File: src/rtl/perip_pkg.sv
// perip_pkg: address map, mask encodings, status bit indices and state types for perip_bridge
package perip_pkg;
    localparam logic [31:0] DRAM_BASE  = 32'h8010_0000;
    localparam logic [31:0] DRAM_LAST  = 32'h8013_FFFF;
    localparam logic [31:0] SW_ADDR    = 32'h8020_0000;
    localparam logic [31:0] LED_ADDR   = 32'h8020_0040;
    localparam logic [31:0] CNT_ADDR   = 32'h8020_0050;
    localparam logic [31:0] CTRL_ADDR  = 32'h8020_0054;
    localparam logic [31:0] UDATA_ADDR = 32'h8020_0060;
    localparam logic [31:0] USTAT_ADDR = 32'h8020_0064;

    localparam logic [1:0] MASK_BYTE = 2'b00;
    localparam logic [1:0] MASK_HALF = 2'b01;
    localparam logic [1:0] MASK_WORD = 2'b10;

    localparam int STAT_EMPTY = 0;
    localparam int STAT_FULL  = 1;
    localparam int STAT_BUSY  = 2;
    localparam int STAT_OVF   = 3;

    typedef enum logic [1:0] {SEL_NONE, SEL_DRAM, SEL_MMIO} sel_e;
    typedef enum logic [1:0] {TX_IDLE, TX_START, TX_DATA, TX_STOP} tx_state_e;

    function automatic logic is_dram(input logic [31:0] addr);
        return addr >= DRAM_BASE && addr <= DRAM_LAST;
    endfunction
endpackage

File: src/rtl/uart_tx_fifo.sv
// uart_tx_fifo: byte FIFO feeding an 8N1 transmitter with a CLK_HZ/BAUD bit timer
module uart_tx_fifo
    import perip_pkg::*;
#(
    parameter int CLK_HZ = 50_000_000,
    parameter int BAUD   = 115_200,
    parameter int DEPTH  = 8
) (
    input  logic       clk,
    input  logic       rst,
    input  logic       push_i,
    input  logic [7:0] data_i,
    output logic       full_o,
    output logic       empty_o,
    output logic       busy_o,
    output logic       tx_o,
    output logic       drop_o
);
    localparam int DIV = CLK_HZ / BAUD;
    localparam int BW  = DIV > 1 ? $clog2(DIV) : 1;
    localparam int AW  = $clog2(DEPTH);

    logic [7:0]    mem_q [DEPTH];
    logic [AW-1:0] wptr_q, rptr_q;
    logic [AW:0]   cnt_q;
    tx_state_e     state_q;
    logic [BW-1:0] baud_q;
    logic [2:0]    bit_q;
    logic [7:0]    sh_q;
    logic          tx_q, tick, pop, push_ok;

    assign tick    = baud_q == BW'(DIV - 1);
    assign full_o  = cnt_q == (AW+1)'(DEPTH);
    assign empty_o = cnt_q == '0;
    assign busy_o  = state_q != TX_IDLE;
    assign tx_o    = tx_q;
    // A pop in the same cycle frees a slot, so a push to a full FIFO still lands
    assign pop     = !empty_o && (state_q == TX_IDLE || (state_q == TX_STOP && tick));
    assign push_ok = push_i && (!full_o || pop);
    assign drop_o  = push_i && !push_ok;

    always_ff @(posedge clk)
        if (push_ok) mem_q[wptr_q] <= data_i;

    always_ff @(posedge clk) begin
        if (rst) begin
            wptr_q <= '0;
            rptr_q <= '0;
            cnt_q  <= '0;
        end else begin
            if (push_ok) wptr_q <= wptr_q + 1'b1;
            if (pop) rptr_q <= rptr_q + 1'b1;
            cnt_q <= cnt_q + (AW+1)'(push_ok) - (AW+1)'(pop);
        end
    end

    always_ff @(posedge clk) begin
        if (rst) begin
            state_q <= TX_IDLE;
            baud_q  <= '0;
            bit_q   <= '0;
            sh_q    <= '0;
            tx_q    <= 1'b1;
        end else begin
            baud_q <= (state_q == TX_IDLE || tick) ? '0 : baud_q + 1'b1;
            case (state_q)
                TX_IDLE:
                    if (pop) begin
                        state_q <= TX_START;
                        sh_q    <= mem_q[rptr_q];
                        tx_q    <= 1'b0;
                    end
                TX_START:
                    if (tick) begin
                        state_q <= TX_DATA;
                        bit_q   <= '0;
                        tx_q    <= sh_q[0];
                    end
                TX_DATA:
                    if (tick) begin
                        sh_q    <= sh_q >> 1;
                        bit_q   <= bit_q + 1'b1;
                        state_q <= bit_q == 3'd7 ? TX_STOP : TX_DATA;
                        tx_q    <= bit_q == 3'd7 ? 1'b1 : sh_q[1];
                    end
                TX_STOP:
                    if (tick) begin
                        state_q <= pop ? TX_START : TX_IDLE;
                        tx_q    <= !pop;
                        if (pop) sh_q <= mem_q[rptr_q];
                    end
            endcase
        end
    end
endmodule

File: src/rtl/perip_bridge.sv
// perip_bridge: decodes core data-bus accesses into DRAM and MMIO (SW, LED, counter, UART)
// and returns read data one cycle later through a registered select.
module perip_bridge
    import perip_pkg::*;
#(
    parameter int CLK_HZ    = 50_000_000,
    parameter int BAUD      = 115_200,
    parameter int TXQ_DEPTH = 8
) (
    input  logic        clk,
    input  logic        rst,
    input  logic [31:0] perip_addr,
    input  logic        perip_wen,
    input  logic [1:0]  perip_mask,
    input  logic [31:0] perip_wdata,
    output logic [31:0] perip_rdata,
    output logic [31:0] dram_addr,
    output logic        dram_wen,
    output logic [1:0]  dram_mask,
    output logic [31:0] dram_wdata,
    input  logic [31:0] dram_rdata,
    input  logic [15:0] sw,
    output logic [15:0] led,
    output logic        uart_tx
);
    logic [29:0] w;
    logic        dram_hit, sw_hit, led_hit, cnt_hit, ctrl_hit, udata_hit, ustat_hit;
    logic        full, empty, busy, drop;
    logic [31:0] stat, mmio_d, rmmio_q, cnt_q;
    logic [15:0] led_q;
    logic        run_q, ovf_q;
    sel_e        sel_d, rsel_q;

    assign w         = perip_addr[31:2];
    assign dram_hit  = is_dram(perip_addr);
    assign sw_hit    = w == SW_ADDR[31:2];
    assign led_hit   = w == LED_ADDR[31:2];
    assign cnt_hit   = w == CNT_ADDR[31:2];
    assign ctrl_hit  = w == CTRL_ADDR[31:2];
    assign udata_hit = w == UDATA_ADDR[31:2];
    assign ustat_hit = w == USTAT_ADDR[31:2];

    assign dram_addr  = perip_addr;
    assign dram_wen   = perip_wen && dram_hit;
    assign dram_mask  = perip_mask;
    assign dram_wdata = perip_wdata;
    assign led        = led_q;

    always_comb begin
        stat = '0;
        stat[STAT_EMPTY] = empty;
        stat[STAT_FULL]  = full;
        stat[STAT_BUSY]  = busy;
        stat[STAT_OVF]   = ovf_q;
    end

    assign mmio_d = sw_hit    ? {16'b0, sw} :
                    led_hit   ? {16'b0, led_q} :
                    cnt_hit   ? cnt_q :
                    ctrl_hit  ? {31'b0, run_q} :
                    ustat_hit ? stat : '0;
    assign sel_d  = dram_hit ? SEL_DRAM :
                    (sw_hit || led_hit || cnt_hit || ctrl_hit || udata_hit || ustat_hit) ? SEL_MMIO : SEL_NONE;

    always_ff @(posedge clk) begin
        if (rst) begin
            led_q   <= '0;
            cnt_q   <= '0;
            run_q   <= 1'b0;
            ovf_q   <= 1'b0;
            rsel_q  <= SEL_NONE;
            rmmio_q <= '0;
        end else begin
            if (perip_wen && led_hit) led_q <= perip_wdata[15:0];
            if (perip_wen && ctrl_hit) run_q <= perip_wdata[0];
            cnt_q   <= (perip_wen && cnt_hit) ? perip_wdata : cnt_q + {31'b0, run_q};
            // A drop in the same cycle as a status read keeps ovf set
            ovf_q   <= drop || (ovf_q && !(!perip_wen && ustat_hit));
            rsel_q  <= sel_d;
            rmmio_q <= mmio_d;
        end
    end

    assign perip_rdata = rsel_q == SEL_DRAM ? dram_rdata :
                         rsel_q == SEL_MMIO ? rmmio_q : '0;

    uart_tx_fifo #(
        .CLK_HZ(CLK_HZ),
        .BAUD  (BAUD),
        .DEPTH (TXQ_DEPTH)
    ) u_tx (
        .clk    (clk),
        .rst    (rst),
        .push_i (perip_wen && udata_hit),
        .data_i (perip_wdata[7:0]),
        .full_o (full),
        .empty_o(empty),
        .busy_o (busy),
        .tx_o   (uart_tx),
        .drop_o (drop)
    );
endmodule

File: config.mk
export PLATFORM = sky130hd
export DESIGN_NAME = perip_bridge
export DESIGN_NICKNAME = d
export VERILOG_FILES = /design/src/rtl/perip_pkg.sv /design/src/rtl/uart_tx_fifo.sv /design/src/rtl/perip_bridge.sv
export SDC_FILE = /design/constraint.sdc
export NUM_CORES = 1
export LEC_CHECK = 0
export CORE_ASPECT_RATIO = 0.7
export CORE_UTILIZATION = 53
export CTS_CLUSTER_DIAMETER = 100
export DETAILED_ROUTE_END_ITERATION = 6
export PLACE_DENSITY = 0.93
export RECOVER_POWER = 25
export SLEW_MARGIN = 10
export SYNTH_ARGS = -nofsm -noshare
export SYNTH_HDL_FRONTEND = slang
export SYNTH_HIERARCHICAL = 1
export SYNTH_SLANG_ARGS = --single-unit
File: constraint.sdc
create_clock -name clk -period 5.85 [get_ports clk]
set_input_delay 1.4625 -clock clk [delete_from_list [all_inputs] [get_ports clk]]
set_output_delay 1.4625 -clock clk [all_outputs]
set_load 0.02 [all_outputs]
# Word level (Yosys, flattened, before mapping)
# Memory sizes are Yosys's and may differ from the RTL's. A register that Yosys moved wholly into a read port is not among the register bits.
# Index checks and enable logic that the tools add are counted.
[totals]
input_bits = 117
output_inout_bits = 116
mem_bits_rw = 64
reg_bits = 117
wordCells = 116
mem_count = 1
[mem_list]
columns = ["memory", "words", "word_bits", "read_ports", "rd_clocked_by_memory_dff", "write_ports", "line", "text"]
rows = [
  ["u_tx.mem_q", 8, 8, 1, 1, 1, "uart_tx_fifo.sv:23", "logic [7:0] mem_q [DEPTH];"],
]
[op_classes]
n_lt_le_gt_ge = 2
eq_ne = 18
muxes = 34
n_reduce_logical = 38
addsub = 7
[op_table]
columns = ["operator", "count"]
rows = [
  ["$eq A30 B30 Y1 const B", 6],
  ["$mux W32", 4],
  ["$add A32 B1 Y32", 1],
  ["$ge A32 B32 Y1 const B", 1],
  ["$le A32 B32 Y1 const B", 1],
  ["$mux W16", 2],
  ["$mux W8", 3],
  ["$pmux W8 S3", 1],
  ["$logic_and A1 B1 Y1", 12],
  ["$mux W3", 4],
  ["$mux W1", 10],
  ["$mux W2", 5],
  ["$add A3 B1 Y3 const B", 3],
  ["$add A9 B1 Y9 const B", 1],
  ["$eq A9 B9 Y1 const B", 1],
  ["$logic_or A1 B1 Y1", 9],
  ["$mux W4", 2],
  ["$ne A2 B1 Y1 const B", 4],
  ["$pmux W2 S4", 1],
  ["$eq A2 B2 Y1 const B", 3],
  ["$logic_not A1 Y1", 6],
  ["$pmux W3 S2", 1],
  ["$reduce_and A3 Y1", 2],
  ["$add A4 B1 Y4", 1],
  ["other kinds (12)", 15],
]

# Longest topological paths before layout
# Gate-level depths: netlist (run 1).
[depth]
depth_word = 9
ltp_mapped = 12
ltp_nobuf = 12

# Hierarchy
# Netlist (run 1), hierarchy kept.
[modules_own_cells]
columns = ["module", "area_per_inst_um2", "instances", "seq_area_each_um2", "cells_per_inst"]
rows = [
  ["perip_bridge", 4795.8, 1, 1681.6, 534],
  ["uart_tx_fifo", 4262.8, 1, 2642.5, 321],
]

# Worst setup path before layout (run 1)
# OpenSTA, ideal clock, no wires.
[synth_timing]
path_type = "in2reg"
start = "input port perip_addr[25]"
end = "memory u_tx.mem_q[2][0], enable pin"
setup_slack_ps = 1732
stages = 6
n_path_buf = 0
required_ps = 5452
arrival_ps = 3720
setup_time_ps = 398
path_cell_list = "nor4b_2 and3_1 nand2_1 nor3_1 o21ai_2 nor4b_1"
[synth_between]
elab_chain_cells = 5
[synth_rtl]
columns = ["element", "line", "text"]
rows = [
  ["start: declaration", "perip_bridge.sv:12", "input logic [31:0] perip_addr,"],
  ["$eq A30 B30 Y1", "perip_bridge.sv:40", "assign udata_hit = w == UDATA_ADDR[31:2];"],
  ["$logic_and A1 B1 Y1", "perip_bridge.sv:94", ".push_i (perip_wen && udata_hit),"],
  ["$logic_and A1 B1 Y1", "uart_tx_fifo.sv:39", "assign push_ok = push_i && (!full_o || pop);"],
  ["$mux W1", "uart_tx_fifo.sv:43", "if (push_ok) mem_q[wptr_q] <= data_i;"],
  ["$mux W1 (implied by the code)", "uart_tx_fifo.sv:43", ""],
  ["end: declaration", "uart_tx_fifo.sv:23", ""],
]
# No other way between the ends.

# Worst setup path after layout (run 1)
[layout_timing]
start = "input port perip_addr[19]"
end = "output port dram_wen"
[layout_between]
elab_chain_cells = 3
word_cells_on_any_way = 4
classes_between = "order compare: 2; reduce/logical: 2"
[layout_rtl]
columns = ["element", "line", "text"]
rows = [
  ["$ge A32 B32 Y1 / $le A32 B32 Y1 (equally long branches)", "perip_pkg.sv:25", "return addr >= DRAM_BASE && addr <= DRAM_LAST;"],
  ["$logic_and A1 B1 Y1 *", "perip_pkg.sv:25", ""],
  ["$logic_and A1 B1 Y1 *", "perip_bridge.sv:44", "assign dram_wen = perip_wen && dram_hit;"],
  ["end: declaration", "perip_bridge.sv:18", "output logic dram_wen,"],
]
# Every way passes the cells marked *; elsewhere a longest branch is shown, timed or not.

==> impl_metrics.csv, run 1 <==
group,metric,value,unit
power,pwr-share-clk,32.7,%
synthesis,seq_area_frac_synth,47.7,%
critical_path,start_kind,"primary input",
critical_path,critPathCaptureType,"output pin",
finish,syn_to_final_growth,26.7,%
critical_path,path_depth,6,
sta,slew_headroom,-60.5,%
sta,final.setup.tns,0,ns
sta,finalCritPeriodShare,86.1,%
drt,drtIter0Drc,773,
placed_design,placed_area,10900,sq um
power,switching_share,30.2,%
die,num_io_pins,233,
critical_path,path_buf_inv,2,
critical_path,rr_worst_depth,7,
sta,rsz0062_at_grt,"false",
drt,viasPerCell,5.94,
power,power_frac_seq,44.1,%
die,initial_core_util,54.9,%
sta,worstMarginPinSlew,2.41,ns
clock_network,cts_buffer_depth,2,
sta,worst_clock_skew,0.00848,ns
die,dieWidth,158,um
sta,finalHoldViolCount,0,
critical_path,crit_top_cell,"clkdlybuf4s50_1",
synthesis,synth-edff-count,64,
global_routing,grt_max_degree,50,
power,ir_worst_vdd,0.197,mV
power,combPwrFrac,23.1,%
synthesis,synth_area,9060,sq um
drt,ant_nets,0,
critical_path,path_delay_family,"buffers and inverters",
critical_path,crit_chain,"clkdlybuf4s50_1 -> nor4_2 -> and3_1 -> and3b_1 -> and2_1 -> clkdlybuf4s50_1",
power,switchingPower,993,uW
hold_path,hold_path.class,"reg2reg",
drt,dr.pass1.iters,6,
placed_design,dpl.hpwl,17.4,mm
die,placementRows,39,
finish,fill_cells,1181,
finish,drive_gt1_share,8.88,%
power,p_leak,3.92,nW
clock_network,clk_pin_slew_worst_paths,0.06,ns
clock_network,ctsHoldBuffers,0,
clock_network,postCtsSetupBuffers,0,
placed_design,place.gp.congestion,0.877,
global_routing,grt_pass1_vias,7357,
drt,drt_wl_total,24.2,mm
job,cap_viol_max_count,2,
clock_network,clkSinkCount,184,
global_routing,grt_usage,28.2,%
hold_path,holdPathStages,2,
finish,nNetsFinal,1138,
die,die_area,17600,sq um
power,p_per_area,286,nW/um^2
sta,period_needed,5.04,ns
drt,avgRoutedWirePerCell,19.6,um
synthesis,ys.flop_type,"dfxtp_1",
sta,fmax,199,MHz
global_routing,overflow,0,
power,internal-power,2.29,mW
finish,fin_util,69.6,%
status,violations,"max-capacitance violations, max-slew violations",
critical_path,crit_fanout,4,
finish,final_cell_count_no_fill,1239,
synthesis,synth_fp_nets,992,
clock_network,cts_buffers,17,
clock_network,ctsResizeCount,0,
placed_design,port-buffer-count,224,
clock_network,cts-root-buf,"clkbuf_16",
global_routing,grt_pass1_wl,38.2,mm
synthesis,avgSynthCellArea,10.6,sq um
critical_path,crit_required,4.39,ns
critical_path,critPathMaxStageDelay,0.61,ns
status,status,"finished with violations",
global_routing,antenna_found_initial,0,
clock_network,cts_tree,"yes",
synthesis,synth_cell_type_count,66,
clock_network,clock_latency,0.43,ns
critical_path,cp_slowest_cell,"clkdlybuf4s50_1",
placed_design,dp.cells,1207,
critical_path,critPathKind,"in2out",
finish,num_antenna_cells,0,
die,core-area,16500,sq um
finish,final_area,11500,sq um
synthesis,synthCells,855,
die,die_h,111,um
drt,drc,0,
clock_network,h-tree-depth,4,
synthesis,ys_ff_latch,184,
sta,setup_viol_count_final,0,
synthesis,synth-async-reset-ratio,0,%
drt,num_vias,7362,
critical_path,cp.arrival,3.57,ns
sta,slew_viol_final,95,
synthesis,ys_warn_count,6,
==> power by group through the flow <==
stage	clock (mW)	sequential, mW	combinational (mW)
final	1.07	1.45	0.760
after global routing	1.14	1.46	0.824
after CTS	1.08	1.45	0.749
after detailed placement	0	1.47	0.730
after global placement	0	1.47	0.696
after floorplan	0	1.45	0.520
==> placed cells by master (no fill, tap or decap), drive strengths merged, types with 6 or more instances in the layout <==
| master | n |
|---|---|
| clkdlybuf4s50 | 213 |
| dfxtp | 120 |
| nor2 | 104 |
| edfxtp | 64 |
| a211oi | 43 |
| mux2i | 41 |
| a22o | 40 |
| nor3 | 33 |
| inv | 29 |
| nand2 | 28 |
| xor2 | 25 |
| nand3 | 24 |
| clkbuf | 22 |
| ha | 19 |
| and2 | 18 |
| xnor2 | 17 |
| nand4 | 15 |
| nor2b | 14 |
| nor4 | 14 |
| a21oi | 13 |
| buf | 13 |
| a221oi | 11 |
| dlygate4sd3 | 10 |
| o21ai | 10 |
| or3 | 8 |
| a2111oi | 7 |
| nor4b | 6 |
==> sequential cells by signal (all words and copies together) (netlist names), 2 cells and up, named ones only <==
name / cells
rsel_q: 2
cnt_q: 32
u_tx/baud_q: 9
u_tx/rptr_q: 3
u_tx/cnt_q: 4
led: 16
rmmio_q: 32
u_tx/wptr_q: 3
u_tx/bit_q: 3
u_tx/state_q: 2
u_tx/mem_q: 64
u_tx/sh_q: 8
==> cell families after synthesis <==
family	Yosys count	share of synthesized area (%)
adders and majority gates	20	2.85
xor gates and xnor gates	42	4.06
muxes	46	5.65
and+or+nand+nor	286	17.4
AOI/OAI and AO/OA	145	13.2
buffers and inverters	132	9.17
DFF	184	47.7
==> final cells by class <==
type                    count  area, sq um  share of cell area (%)
clock buffers              20          457                    3.98
clock inverters            12         87.6                   0.763
inverters                  21         78.8                   0.687
multi-input cells         539         3920                    34.1
flip-flops and latches    184         4320                    37.7
well taps                 225          282                    2.45
repair buffers            238         2340                    20.4
==> worst min-delay path, stage by stage (launching register included) <==
cell and delay, ns:
dfxtp_1 0.31, nand2_1 0.05, a21oi_1 0.05
==> routing by layer <==
metal / up-vias / track usage (%) / wire (um)
met3: 48 / 5.33 / 2040
met4: 0 / 9.17 / 488
li1: 3362 / - / -
met1: 3545 / 37.9 / 10200
met5: - / 0 / 0
met2: 407 / 45.7 / 11500
==> synth_stat cells (16+ instances only) <==
cell type | instances | area share, %
nand3_1 | 24 | 1.3
xnor2_1 | 17 | 1.6
mux2i_1 | 41 | 4.5
edfxtp_1 | 64 | 21
ha_1 | 19 | 2.6
nor2_1 | 104 | 4.3
xor2_1 | 25 | 2.4
buf_4 | 68 | 5.6
dfxtp_1 | 120 | 27
clkbuf_1 | 25 | 1.0
a22o_1 | 40 | 3.9
nor3_1 | 30 | 1.7
and2_1 | 16 | 1.1
inv_1 | 21 | 0.87
nand2_1 | 26 | 1.1
a211oi_1 | 28 | 2.3
==> worst paths after layout <==
kind                        start           end  slack [ns]
setup / recovery   perip_addr[19]      dram_wen        0.81
hold / removal       u_tx/sh_q[7]  u_tx/sh_q[7]        0.46
setup reg to reg  u_tx/state_q[0]  u_tx/sh_q[3]        3.01
hold reg to reg      u_tx/sh_q[7]  u_tx/sh_q[7]        0.46
==> metrics by stage <==
| stage | setup WS [ns] | power (mW) | hold slack (ns) |
|---|---|---|---|
| 2_1_floorplan | 1.73 | 1.97 | 0.432 |
| 3_3_place_gp | 0.820 | 2.17 | 0.441 |
| 3_5_place_dp | 0.783 | 2.20 | 0.453 |
| 4_1_cts | 0.790 | 3.27 | 0.462 |
| 5_1_grt | 0.578 | 3.42 | 0.482 |
| 6_report | 0.814 | 3.28 | 0.459 |
No activity file was read; power rests on OpenSTA's default activity.
==> run 2, diff against run 1 <==
Settings changed: SLEW_MARGIN 10 to unset.
==> run 2 against run 1 <==
  * Via count fell by 0.18%
  * Global-route usage did not move
  * Flip-flop and latch count did not move
  * Non-clock buffer count did not move
  * The flow still finishes with violations (max-capacitance violations, max-slew violations)
  * Setup slack barely moved
  * Sequential power barely moved
  * Critical endpoint unchanged
==> impl_metrics.csv, run 2 (synthesized netlist as in run 1, its figures left out) <==
group,metric,value,unit
finish,largest_registers,"u_tx/mem_q x64, cnt_q x32, rmmio_q x32",
placed_design,dp.cells,1207,
sta,period_needed,5.04,ns
hold_path,min_from,"u_tx/sh_q[7]",
sta,final.setup.tns,0,ns
finish,final_cell_count_no_fill,1239,
finish,nNetsFinal,1138,
die,die_area,17600,sq um
finish,num_antenna_cells,0,
clock_network,cts_tree,"yes",
sta,setup_viol_count_final,0,
sta,rsz0062_at_grt,"false",
finish,syn_to_final_growth,26.7,%
clock_network,cts_buffers,17,
clock_network,ctsResizeCount,0,
die,num_io_pins,233,
sta,finalCritPeriodShare,86.1,%
die,dieWidth,158,um
global_routing,grt_pass1_wl,38.2,mm
power,power,3.29,mW
sta,finalHoldViolCount,0,
critical_path,start_kind,"primary input",
power,ir_worst_vdd,0.197,mV
global_routing,antenna_found_initial,0,
finish,layout_common_cells,"clkdlybuf4s50_1 (213), dfxtp_1 (120), nor2_1 (104)",
critical_path,cp.arrival,3.57,ns
critical_path,r2r-start,"u_tx/state_q[0]",
critical_path,critPathLaunch,"perip_addr[19]",
critical_path,crit_fanout,4,
power,p_per_area,286,nW/um^2
clock_network,cts-root-buf,"clkbuf_16",
drt,avgRoutedWirePerCell,19.7,um
global_routing,grt_pass1_vias,7357,
critical_path,critPathKind,"in2out",
drt,dr.pass1.iters,5,
status,status,"finished with violations",
finish,fill_cells,1182,
placed_design,place.gp.congestion,0.877,
drt,drc,0,
finish,regMostFlops,"u_tx/mem_q",
sta,fmax,199,MHz
placed_design,dpl.hpwl,17.4,mm
clock_network,clkSinkCount,184,
global_routing,overflow,0,
job,cap_viol_max_count,2,
clock_network,ctsHoldBuffers,0,
sta,worstMarginPinSlew,2.45,ns
critical_path,critPathCaptureType,"output pin",
finish,final_common_cell,"clkdlybuf4s50_1",
power,p_leak,3.92,nW
sta,worst_clock_skew,0.0137,ns
clock_network,h-tree-depth,4,
sta,slew_headroom,-63.1,%
clock_network,clock_latency,0.43,ns
clock_network,clk_pin_slew_worst_paths,0.06,ns
finish,largest_register_ffs,64,
die,placementRows,39,
clock_network,cts_buffer_depth,2,
clock_network,postCtsSetupBuffers,0,
placed_design,port-buffer-count,224,
finish,drive_gt1_share,8.88,%
status,violations,"max-capacitance violations, max-slew violations",
global_routing,grt_usage,28.2,%
sta,slew_viol_final,95,
die,core-area,16500,sq um
die,initial_core_util,54.9,%
die,die_h,111,um
global_routing,grt_max_degree,50,
critical_path,crit_required,4.39,ns
drt,drt_wl_total,24.4,mm
hold_path,hold_path.class,"reg2reg",
drt,ant_nets,0,
drt,viasPerCell,5.93,
drt,drtIter0Drc,751,
drt,num_vias,7349,
-- run 2: cell count changes in the layout (fill, tap and decap cells not counted) --
cell     delta
nor2b_4     -1
nor2b_2     +1
-- run 2: area by class of cell --
type                            count  area, sq um  share of cell area [%]
Inverter                           21         78.8                   0.687
Timing Repair Buffer              238         2340                    20.4
Clock buffer                       20          457                    3.98
Sequential cell                   184         4320                    37.7
Clock inverter                     12         87.6                   0.763
Tap cell                          225          282                    2.45
Multi-Input combinational cell    539         3910                    34.1
-- run 2: final timing paths --
kind / slack, ns / depth (start not counted) / end
worst min register to register: 0.46 / 2 / u_tx/sh_q[7]
worst min-delay path: 0.46 / 2 / u_tx/sh_q[7]
worst max-delay path: 0.81 / 6 / dram_wen
worst max register to register: 3.01 / 7 / u_tx/sh_q[3]
-- run 2: power by group --
| group | internal [mW] | total [mW] | leakage [nW] | switching, mW |
|---|---|---|---|---|
| registers | 1.39 | 1.45 | 1.55 | 0.0601 |
| clock network | 0.573 | 1.08 | 0.271 | 0.504 |
| logic | 0.330 | 0.760 | 2.10 | 0.430 |
| total | 2.29 | 3.29 | 3.92 | 0.994 |
-- run 2: critical path: stages --
cell and delay, ns:
clkdlybuf4s50_1 0.45, nor4_2 0.44, and3_1 0.27, and3b_1 0.21
and2_1 0.13, clkdlybuf4s50_1 0.61
-- run 2: stage by stage --
step                area [sq um]  setup slack, ns  hold slack [ns]  util [%]
floorplan                   9060             1.73            0.432         -
global placement           10900            0.820            0.441      66.3
detailed placement         10900            0.783            0.453      66.3
CTS                        11500            0.790            0.462      69.6
global route               11500            0.578            0.482      69.6
finish                     11500            0.814            0.462      69.6
-- run 2: layer usage --
layer  GRT usage, %  wire [um]  vias up
li1               -          -     3359
met1           37.9      10300     3546
met2           45.7      11700      401
met3           5.33       1970       43
met4           9.17        413        0
met5              0          0        -
